File: src/rtl/buffer_link_arbiter.sv
// rtl/buffer_link_arbiter.sv - round-robin arbiter sharing one buffer write port among four links
module buffer_link_arbiter #(
  parameter int DATA_WIDTH = 40,
  parameter int NUM_LINKS  = 4
) (
  input  logic                            i_clk,
  input  logic                            i_rst,
  input  logic [NUM_LINKS-1:0]            i_req,
  input  logic [NUM_LINKS-1:0]            i_multi_width,
  input  logic [NUM_LINKS*DATA_WIDTH-1:0] i_link_data,
  input  logic                            i_buf_full,
  output logic [NUM_LINKS-1:0]            o_grant,
  output logic [1:0]                      o_link_num,
  output logic [NUM_LINKS-1:0]            o_ack,
  output logic [NUM_LINKS-1:0]            o_out_full,
  output logic                            o_buf_wr,
  output logic [DATA_WIDTH-1:0]           o_buf_data,
  output logic                            o_abort
);

  localparam logic [0:0] IDLE = 1'b0;
  localparam logic [0:0] XFER = 1'b1;

  logic [0:0]           r_state;
  logic [1:0]           r_rr_ptr;
  logic [1:0]           r_winner;
  logic                 r_multi;
  logic                 r_beat;
  logic                 r_abort;

  logic [NUM_LINKS-1:0] w_onehot;
  logic [NUM_LINKS-1:0] w_arb_req;
  logic [1:0]           w_cand;
  logic [1:0]           w_arb_idx;
  logic                 w_arb_any;
  logic                 w_xfer;
  logic                 w_final;
  logic                 w_buf_wr;

  assign w_xfer   = (r_state == XFER);
  assign w_onehot = 4'b0001 << r_winner;
  assign w_final  = !r_multi || r_beat;
  // Reset wins over an in-flight beat, so the strobe is masked in the reset cycle.
  assign w_buf_wr = w_xfer && !i_buf_full && i_req[r_winner] && !i_rst;

  // The finishing link's req is still up for its last beat; it must not re-win here.
  assign w_arb_req = w_xfer ? (i_req & ~w_onehot) : i_req;

  always_comb begin
    w_arb_any = 1'b0;
    w_arb_idx = r_rr_ptr;
    w_cand    = r_rr_ptr;
    for (int k = NUM_LINKS - 1; k >= 0; k--) begin
      w_cand = r_rr_ptr + 2'(k);
      if (w_arb_req[w_cand]) begin
        w_arb_any = 1'b1;
        w_arb_idx = w_cand;
      end
    end
  end

  always_ff @(posedge i_clk) begin
    if (i_rst) begin
      r_state  <= IDLE;
      r_rr_ptr <= 2'd0;
      r_winner <= 2'd0;
      r_multi  <= 1'b0;
      r_beat   <= 1'b0;
      r_abort  <= 1'b0;
    end else begin
      r_abort <= 1'b0;
      case (r_state)
        IDLE: begin
          if (w_arb_any) begin
            r_winner <= w_arb_idx;
            r_multi  <= i_multi_width[w_arb_idx];
            r_beat   <= 1'b0;
            r_rr_ptr <= w_arb_idx + 2'd1;
            r_state  <= XFER;
          end
        end
        default: begin
          if (!i_req[r_winner]) begin
            r_abort <= 1'b1;
            r_beat  <= 1'b0;
            r_state <= IDLE;
          end else if (w_buf_wr) begin
            if (!w_final) begin
              r_beat <= 1'b1;
            end else if (w_arb_any) begin
              r_winner <= w_arb_idx;
              r_multi  <= i_multi_width[w_arb_idx];
              r_beat   <= 1'b0;
              r_rr_ptr <= w_arb_idx + 2'd1;
            end else begin
              r_beat  <= 1'b0;
              r_state <= IDLE;
            end
          end
        end
      endcase
    end
  end

  always_comb begin
    case (r_winner)
      2'd1:    o_buf_data = i_link_data[1*DATA_WIDTH +: DATA_WIDTH];
      2'd2:    o_buf_data = i_link_data[2*DATA_WIDTH +: DATA_WIDTH];
      2'd3:    o_buf_data = i_link_data[3*DATA_WIDTH +: DATA_WIDTH];
      default: o_buf_data = i_link_data[0 +: DATA_WIDTH];
    endcase
  end

  assign o_grant    = w_xfer ? w_onehot : '0;
  assign o_link_num = r_winner;
  assign o_buf_wr   = w_buf_wr;
  assign o_ack      = w_buf_wr ? o_grant : '0;
  assign o_out_full = ~(o_grant & {NUM_LINKS{!i_buf_full}});
  assign o_abort    = r_abort;

endmodule

File: config.mk
export PLATFORM = sky130hd
export DESIGN_NAME = buffer_link_arbiter
export DESIGN_NICKNAME = d
export VERILOG_FILES = /design/src/rtl/buffer_link_arbiter.sv
export SDC_FILE = /design/constraint.sdc
export NUM_CORES = 1
export LEC_CHECK = 0
export CORE_AREA = 4 4 86 88
export DETAILED_ROUTE_END_ITERATION = 12
export DIE_AREA = 0 0 90 92
export GPL_TIMING_DRIVEN = 1
export PLACE_DENSITY_LB_ADDON = 0.05
export SLEW_MARGIN = 0
export SYNTH_ARGS = -nofsm -noshare
export SYNTH_HDL_FRONTEND = slang
export SYNTH_SLANG_ARGS = --single-unit
File: constraint.sdc
create_clock -name i_clk -period 5.9 [get_ports i_clk]
set_input_delay 1.77 -clock i_clk [delete_from_list [all_inputs] [get_ports i_clk]]
set_output_delay 1.77 -clock i_clk [all_outputs]
set_load 0.05 [all_outputs]
== Word level (Yosys, flattened, before mapping) ==
Cells that the tools add are included.

* Register bits after elaboration: 8
* Input bits: 171
* Output and inout bits: 56
* Logic and storage cells: 90

* Add/sub/neg operators: 4
* Magnitude comparators: 6
* Equality and inequality tests: 7
* Shift operators: 1
* Multiplexer cells: 50
* Bitwise operators: 5
* Reduce and logical (&&, ||, !) cells: 11

{| class="wikitable"
|+ Operators by type and width
! cell !! count
|-
| 40-bit case mux with 3 select lines || 1
|-
| 2-bit two-way mux || 14
|-
| 1-bit two-way mux || 26
|-
| 2-bit by 3-bit < comparator with 1-bit output, second input constant || 6
|-
| 1-bit binary-select mux with 2-bit select || 6
|-
| 4-bit two-way mux || 3
|-
| 4-bit AND || 2
|-
| 4-bit inverter || 2
|-
| 2-bit by 1-bit != test with 1-bit output, second input constant || 3
|-
| 2-bit by 1-bit adder with 2-bit output, second input constant || 2
|-
| 2-bit adder, second input constant || 2
|-
| 2-bit equality test, second input constant || 2
|-
| 1-bit by 2-bit << shifter with 4-bit output, first input constant || 1
|-
| 1-bit logical AND || 3
|-
| 1-bit zero test || 3
|-
| 3-bit != test, second input constant || 1
|-
| 3-bit AND reduction || 1
|-
| 2-bit by 1-bit equality test with 1-bit output, second input constant || 1
|-
| 2-bit AND reduction || 1
|-
| 2-bit nonzero test || 1
|-
| 2-bit OR reduction || 1
|-
| 1-bit logical OR || 1
|-
| 1-bit inverter || 1
|}

== Depth between registers and ports, before layout ==
Gate-level depths: netlist of the first run.

* Word-level depth: 17
* Depth in mapped cells: 7
* Gate-level depth less buffers: 6

== Least setup slack after synthesis of the first run ==
No wires, ideal clock.

* Kind: in2out
* Start: input i_req[2]
* End: output o_ack[1]
* Data arrival time: 3.376 ns
* Data required time: 4.130 ns
* Setup slack: 0.754 ns
* Stages on the path: 3
* Path buffers: 0
* Path through: mux4_2 nand3b_1 nor3b_1

* Longest elaborated chain between the ends: 5

{| class="wikitable"
|+ RTL lines
! item !! line !! source
|-
| start, declared || 8 || <nowiki>input logic [NUM_LINKS-1:0] i_req,</nowiki>
|-
| 1-bit binary-select mux with 2-bit select || 44 || <nowiki>assign w_buf_wr = w_xfer && !i_buf_full && i_req[r_winner] && !i_rst;</nowiki>
|-
| 1-bit two-way mux (implied by the code) || 44 ||
|-
| 1-bit logical AND (2 in a row) || 44 ||
|-
| 4-bit two-way mux || 117 || <nowiki>assign o_ack = w_buf_wr ? o_grant : '0;</nowiki>
|-
| end, declared || 14 || <nowiki>output logic [NUM_LINKS-1:0] o_ack,</nowiki>
|}

Every way passes these cells. The select of a mux whose other input is x is not followed.

== Final worst setup path of the first run ==
* Start: input i_req[3]
* End: output o_buf_wr

* Longest elaborated chain between the ends: 4

{| class="wikitable"
|+ RTL lines
! item !! line !! source
|-
| 1-bit binary-select mux with 2-bit select || 44 ||
|-
| 1-bit two-way mux (implied by the code) || 44 ||
|-
| 1-bit logical AND (2 in a row) || 44 ||
|-
| end, declared || 16 || <nowiki>output logic o_buf_wr,</nowiki>
|}

Every way passes these cells. The select of a mux whose other input is x is not followed.

==> run_results.csv, run 1 <==
group,metric,value,unit
cts,clock_path_buffers,2,
worst_setup_path,worst-path-buf-inv,3,
global_route,grt-ovfl-total,0,
worst_setup_path,crit_chain,"clkdlybuf4s50_1 -> mux4_2 -> nand3b_1 -> inv_1 -> clkdlybuf4s50_1",
timing,worst_pin_slew,655.9,ps
status,status,"completed",
cts,cts_tree,"done",
drt,avgRoutedWirePerCell,21.10,um
cts,clk_pin_slew,40,ps
finish,fin_nets,536,
place,dp_hpwl,8001,um
finish,area_growth,137.8,%
synth,synth_edf_count,0,
timing,fin_skew,6.422,ps
floorplanning,die_area,8280,um2
pwr,power.share.clock,4.3,%
timing,rsz0062_at_grt,"no",
global_route,grt_pass1_vias,2397,
finish,diodes,0,
cts,postCtsSetupRepairBufs,0,
global_route,track_usage,21.55,%
finish,drive_above_1_share,15.93,%
worst_hold_path,hp-class,"register to register",
synth,syn_area_per_cell,11.69,um2
pwr,p_int,718.8,uW
worst_setup_path,crit_family,"buffers and inverters",
pwr,switching_share,55.17,%
cts,cts_num_sinks,8,
global_route,use_met2,39.45,%
synth,ys_types,45,
cts,htreeDepth,1,
place,place_inst,440,
pwr,power_frac_seq,10.2,%
synth,ys_seq_elements,8,
worst_setup_path,crit_path_frequent_cell,"clkdlybuf4s50_1",
pwr,leakagePower,1.433,nW
pwr,combPwrFrac,85.5,%
worst_setup_path,r2r_cells,7,
cts,cts_hold_buf,0,
global_route,grt_max_degree,40,
finish,stdcell_count,444,
worst_setup_path,path_depth,5,
worst_setup_path,critPathLaunchType,"input pin",
synth,synth_ff_type,"dfxtp_1",
finish,layout_commonest_cell,"clkdlybuf4s50_1",
synth,syn_area,1707,um2
global_route,grt_use_met1,24.13,%
drt,num_vias,2334,
timing,fmax,0.1778,GHz
floorplanning,ioPinCount,227,
finish,final_cell_mix,"clkdlybuf4s50_1 (222), mux4_2 (41), nor2_1 (7), buf_4 (7)",
global_route,antenna_found_initial,0,
timing,finalCritPeriodShare,95.35,%
worst_setup_path,critPathMaxFanout,6,
worst_setup_path,crit_slowest_cell,"clkdlybuf4s50_1",
floorplanning,start_util,25.69,%
timing,min_period,5626,ps
pwr,p_per_area,395.1,nW/um2
worst_hold_path,whs_path_depth,2,
place,portBuffers,226,
synth,syn_nets,317,
pwr,power_switching,884.7,uW
worst_setup_path,critPathKind,"input pin to output port",
cts,clk_latency,230,ps
drt,routed_wl,9368,um
pwr,total_power,1.603,mW
timing,relSlewSlack,56.27,%
synth,syn_inst,146,
synth,ys_seq_area_share,9.384,%
finish,finish.utilization,61.09,%
floorplanning,row_count,30,
timing,slew_viol_final,0,
job,cap_viol_max_count,0,
drt,drc,0,
drt,vias_per_cell,5.257,
worst_setup_path,worstPathRequired,4130,ps
global_route,grt_pass1_wl,14120,um
cts,cts_made_buffers,3,
floorplanning,die_h,92,um
synth,synthArstFlopShare,0,%
global_route,grt_busiest_layer,"met2",
worst_setup_path,crit_path_max_incr_delay,710,ps
timing,hold_viol,0,
drt,antenna_left,0,
drt,drt_iter0_markers,89,
timing,setup_viol,0,
floorplanning,core_area,6644,um2
floorplanning,fp.dieW,90,um
timing,holdWs,483.5,ps
worst_setup_path,end_kind,"output port",
synth,yosys_warnings,0,
drt,first_pass_iters,4,
cts,ctsResizeCount,0,
timing,tns,0,ps
global_route,use_met3,7.383,%
place,gp_congestion,0.8056,
worst_setup_path,cp.arrival,3860,ps
pwr,ir_drop,384.4,uV
cts,clockRootBuffer,"clkbuf_8",
-- flip-flops by register name, summed over array words and instances (netlist names) --
register / cells
r_beat: 1
o_link_num: 2
r_multi: 1
r_state: 1
o_abort: 1
r_rr_ptr: 2
-- kinds of logic after synthesis --
kind of cell | count (synthesis) | share of synthesized area, %
AO/OA/AOI/OAI | 30 | 13.78
XOR/XNOR | 2 | 1.027
buffers and inverters | 21 | 5.572
flip-flops | 8 | 9.384
multiplexers | 45 | 56.45
AND/OR/NAND/NOR | 40 | 13.78
-- metal layers --
layer  vias to the layer above  wire [um]
li1                       1067          -
met1                      1112       3496
met2                       138       4744
met3                        17        918
met4                         0        209
met5                         -          0
-- power groups by stage --
| stage | Combinational, mW | Clock (mW) | Sequential, mW |
|---|---|---|---|
| final | 1.37 | 0.0685 | 0.164 |
| after global routing | 1.43 | 0.0740 | 0.175 |
| after CTS | 1.38 | 0.0708 | 0.167 |
| after detailed placement | 1.37 | 0 | 0.168 |
| after global placement | 1.37 | 0 | 0.168 |
| after floorplan | 0.976 | 0 | 0.107 |
-- synthesized netlist by cell type (2+ instances only) --
cell type / count / area share, %
inv_1: 6 / 1.3
o32ai_1: 2 / 1.0
and2_1: 2 / 0.73
dfxtp_1: 8 / 9.4
and3b_1: 2 / 1.0
buf_1: 5 / 1.1
mux4_2: 41 / 54
a21oi_1: 4 / 1.2
nor3_1: 2 / 0.59
nor2_1: 7 / 1.5
nand2_1: 3 / 0.66
mux2i_1: 4 / 2.3
nand3b_1: 3 / 1.3
clkbuf_1: 7 / 1.5
and3_1: 4 / 1.5
a221oi_1: 3 / 1.5
nor3b_1: 3 / 1.3
a31oi_1: 3 / 1.1
nor2b_1: 3 / 1.1
nand3_1: 5 / 1.5
nand2b_1: 3 / 1.1
o21ai_0: 3 / 0.88
-- area by class of cell --
| cell class | count | area (um2) |
|---|---|---|
| Clock buffer | 4 | 45.04 |
| Fill cell | 570 | 2585 |
| Inverter | 6 | 22.52 |
| Multi-Input combinational cell | 117 | 1451 |
| Sequential cell | 8 | 165.2 |
| Tap cell | 80 | 100.1 |
| Timing Repair Buffer | 229 | 2275 |
-- worst paths after layout --
kind	startpoint	to	slack, ps
hold / removal	r_multi	r_multi	480
hold reg to reg	r_multi	r_multi	480
setup / recovery	i_req[3]	o_buf_wr	270
setup reg to reg	o_link_num[0]	r_multi	3360
-- worst reg2reg max path: stages, from the launching register on --
cell and delay [ps]:
dfxtp_4 720, buf_4 320, mux2i_1 100, a31oi_1 370, o221ai_1 240, and2_1 240
o2111a_1 240, o32ai_1 210
-- per-stage QoR --
stage	setup WS, ps	cell area [um2]
after floorplan	754.3	1707
after global placement	326.0	4014
after detailed placement	296.4	4014
after CTS	279.9	4059
after global routing	176.4	4059
final	274.4	4059
Power figures use the tool's default switching activity.
==> run 2: changes to the inputs <==
--- a/config.mk
+++ b/config.mk
@@ -9,6 +9,7 @@
 export DETAILED_ROUTE_END_ITERATION = 12
 export DIE_AREA = 0 0 90 92
 export GPL_TIMING_DRIVEN = 1
+export MAX_ROUTING_LAYER = met4
 export PLACE_DENSITY_LB_ADDON = 0.05
 export SLEW_MARGIN = 0
 export SYNTH_ARGS = -nofsm -noshare
==> run_results.csv, run 2 (same netlist as run 1, synthesis figures left out) <==
group,metric,value,unit
finish,diodes,0,
cts,cts_num_sinks,8,
cts,cts_tree,"done",
finish,register_area,165.2,um2
timing,relSlewSlack,55.68,%
timing,min_period,5626,ps
status,status,"completed",
worst_setup_path,end_kind,"output port",
global_route,grt_pass1_vias,2399,
worst_setup_path,critPathLaunchType,"input pin",
worst_setup_path,critPathMaxFanout,6,
floorplanning,die_area,8280,um2
drt,routed_wl,9340,um
timing,fin_skew,5.537,ps
worst_setup_path,crit_chain,"clkdlybuf4s50_1 -> mux4_2 -> nand3b_1 -> inv_1 -> clkdlybuf4s50_1",
worst_setup_path,crit_path_max_incr_delay,710,ps
pwr,p_per_area,394.8,nW/um2
cts,clockRootBuffer,"clkbuf_8",
cts,cts_made_buffers,3,
cts,htreeDepth,1,
drt,num_vias,2334,
drt,drc,0,
finish,drive_above_1_share,15.93,%
cts,cts_hold_buf,0,
worst_hold_path,hp-class,"register to register",
floorplanning,ioPinCount,227,
cts,clk_latency,230,ps
job,cap_viol_max_count,0,
finish,final_cell_mix,"clkdlybuf4s50_1 (222), mux4_2 (41), nor2_1 (7), buf_4 (7)",
finish,area_growth,137.8,%
pwr,total_power,1.602,mW
global_route,antenna_found_initial,0,
drt,antenna_left,0,
cts,clk_pin_slew,40,ps
drt,vias_per_cell,5.257,
finish,multi_input_area,1451,um2
floorplanning,die_h,92,um
drt,first_pass_iters,4,
timing,rsz0062_at_grt,"no",
finish,fin_nets,536,
floorplanning,core_area,6644,um2
timing,finalCritPeriodShare,95.36,%
pwr,ir_drop,380.0,uV
timing,fmax,0.1777,GHz
worst_setup_path,critPathKind,"input pin to output port",
drt,avgRoutedWirePerCell,21.04,um
worst_setup_path,worstPathRequired,4130,ps
pwr,leakagePower,1.433,nW
worst_setup_path,crit_slowest_cell,"clkdlybuf4s50_1",
place,portBuffers,226,
timing,slew_viol_final,0,
floorplanning,start_util,25.69,%
worst_setup_path,crit_family,"buffers and inverters",
cts,clock_path_buffers,2,
timing,worst_pin_slew,664.7,ps
place,gp_congestion,0.8174,
worst_setup_path,worst-path-buf-inv,3,
global_route,grt_max_degree,40,
timing,hold_viol,0,
worst_setup_path,crit_path_frequent_cell,"clkdlybuf4s50_1",
worst_setup_path,cp.arrival,3860,ps
floorplanning,row_count,30,
floorplanning,fp.dieW,90,um
cts,postCtsSetupRepairBufs,0,
drt,drt_iter0_markers,80,
timing,setup_viol,0,
place,dp_hpwl,8001,um
global_route,grt-ovfl-total,0,
timing,tns,0,ps
finish,layout_commonest_cell,"clkdlybuf4s50_1",
global_route,grt_pass1_wl,14100,um
cts,ctsResizeCount,0,
finish,num-fill-cells,570,
global_route,track_usage,22.21,%
run 2: per-layer routing:
layer,track usage (%),share of wire (%)
met1,25.26,39
met2,39.58,52
met3,5.660,8.1
met4,4.719,1.7
met5,-,0
run 2: tightest hold or removal path, cell delays in order (launching register included):
cell      delay (ps)
dfxtp_1          300
nand2b_1          60
o32ai_1           70
run 2: worst paths after layout:
check	start	endpoint	slack, ps	cells past startpoint
worst max-delay path	i_req[3]	o_buf_wr	270	5
worst min-delay path	r_multi	r_multi	480	2
worst max register to register	o_link_num[0]	r_multi	3350	7
worst min register to register	r_multi	r_multi	480	2
run 2: final cells by class:
cell class | instances | share of cell area (%)
clock buffer | 4 | 1.110
inverter | 6 | 0.5549
multi-input combinational | 117 | 35.76
sequential | 8 | 4.069
tap | 80 | 2.466
timing repair buffer | 229 | 56.04
run 2: metrics by stage:
step | hold WS [ps] | cell area, um2 | setup WS [ps] | util [%] | std cells
finish | 483.5 | 4059 | 273.8 | 61.09 | 444
global route | 533.4 | 4059 | 176.4 | 61.09 | 444
CTS | 492.0 | 4059 | 279.9 | 61.09 | 444
detailed placement | 485.7 | 4014 | 296.4 | 60.41 | 440
global placement | 493.2 | 4014 | 326.0 | 60.41 | 440
floorplan | 457.9 | 1707 | 754.3 | - | 146
run 2: power breakdown:
group	total [mW]	internal [mW]	leakage, nW	switching, mW
sequential	0.163	0.0726	0.0671	0.0907
clock	0.0680	0.0468	0.0228	0.0212
combinational	1.37	0.599	1.34	0.772
total	1.60	0.719	1.43	0.884
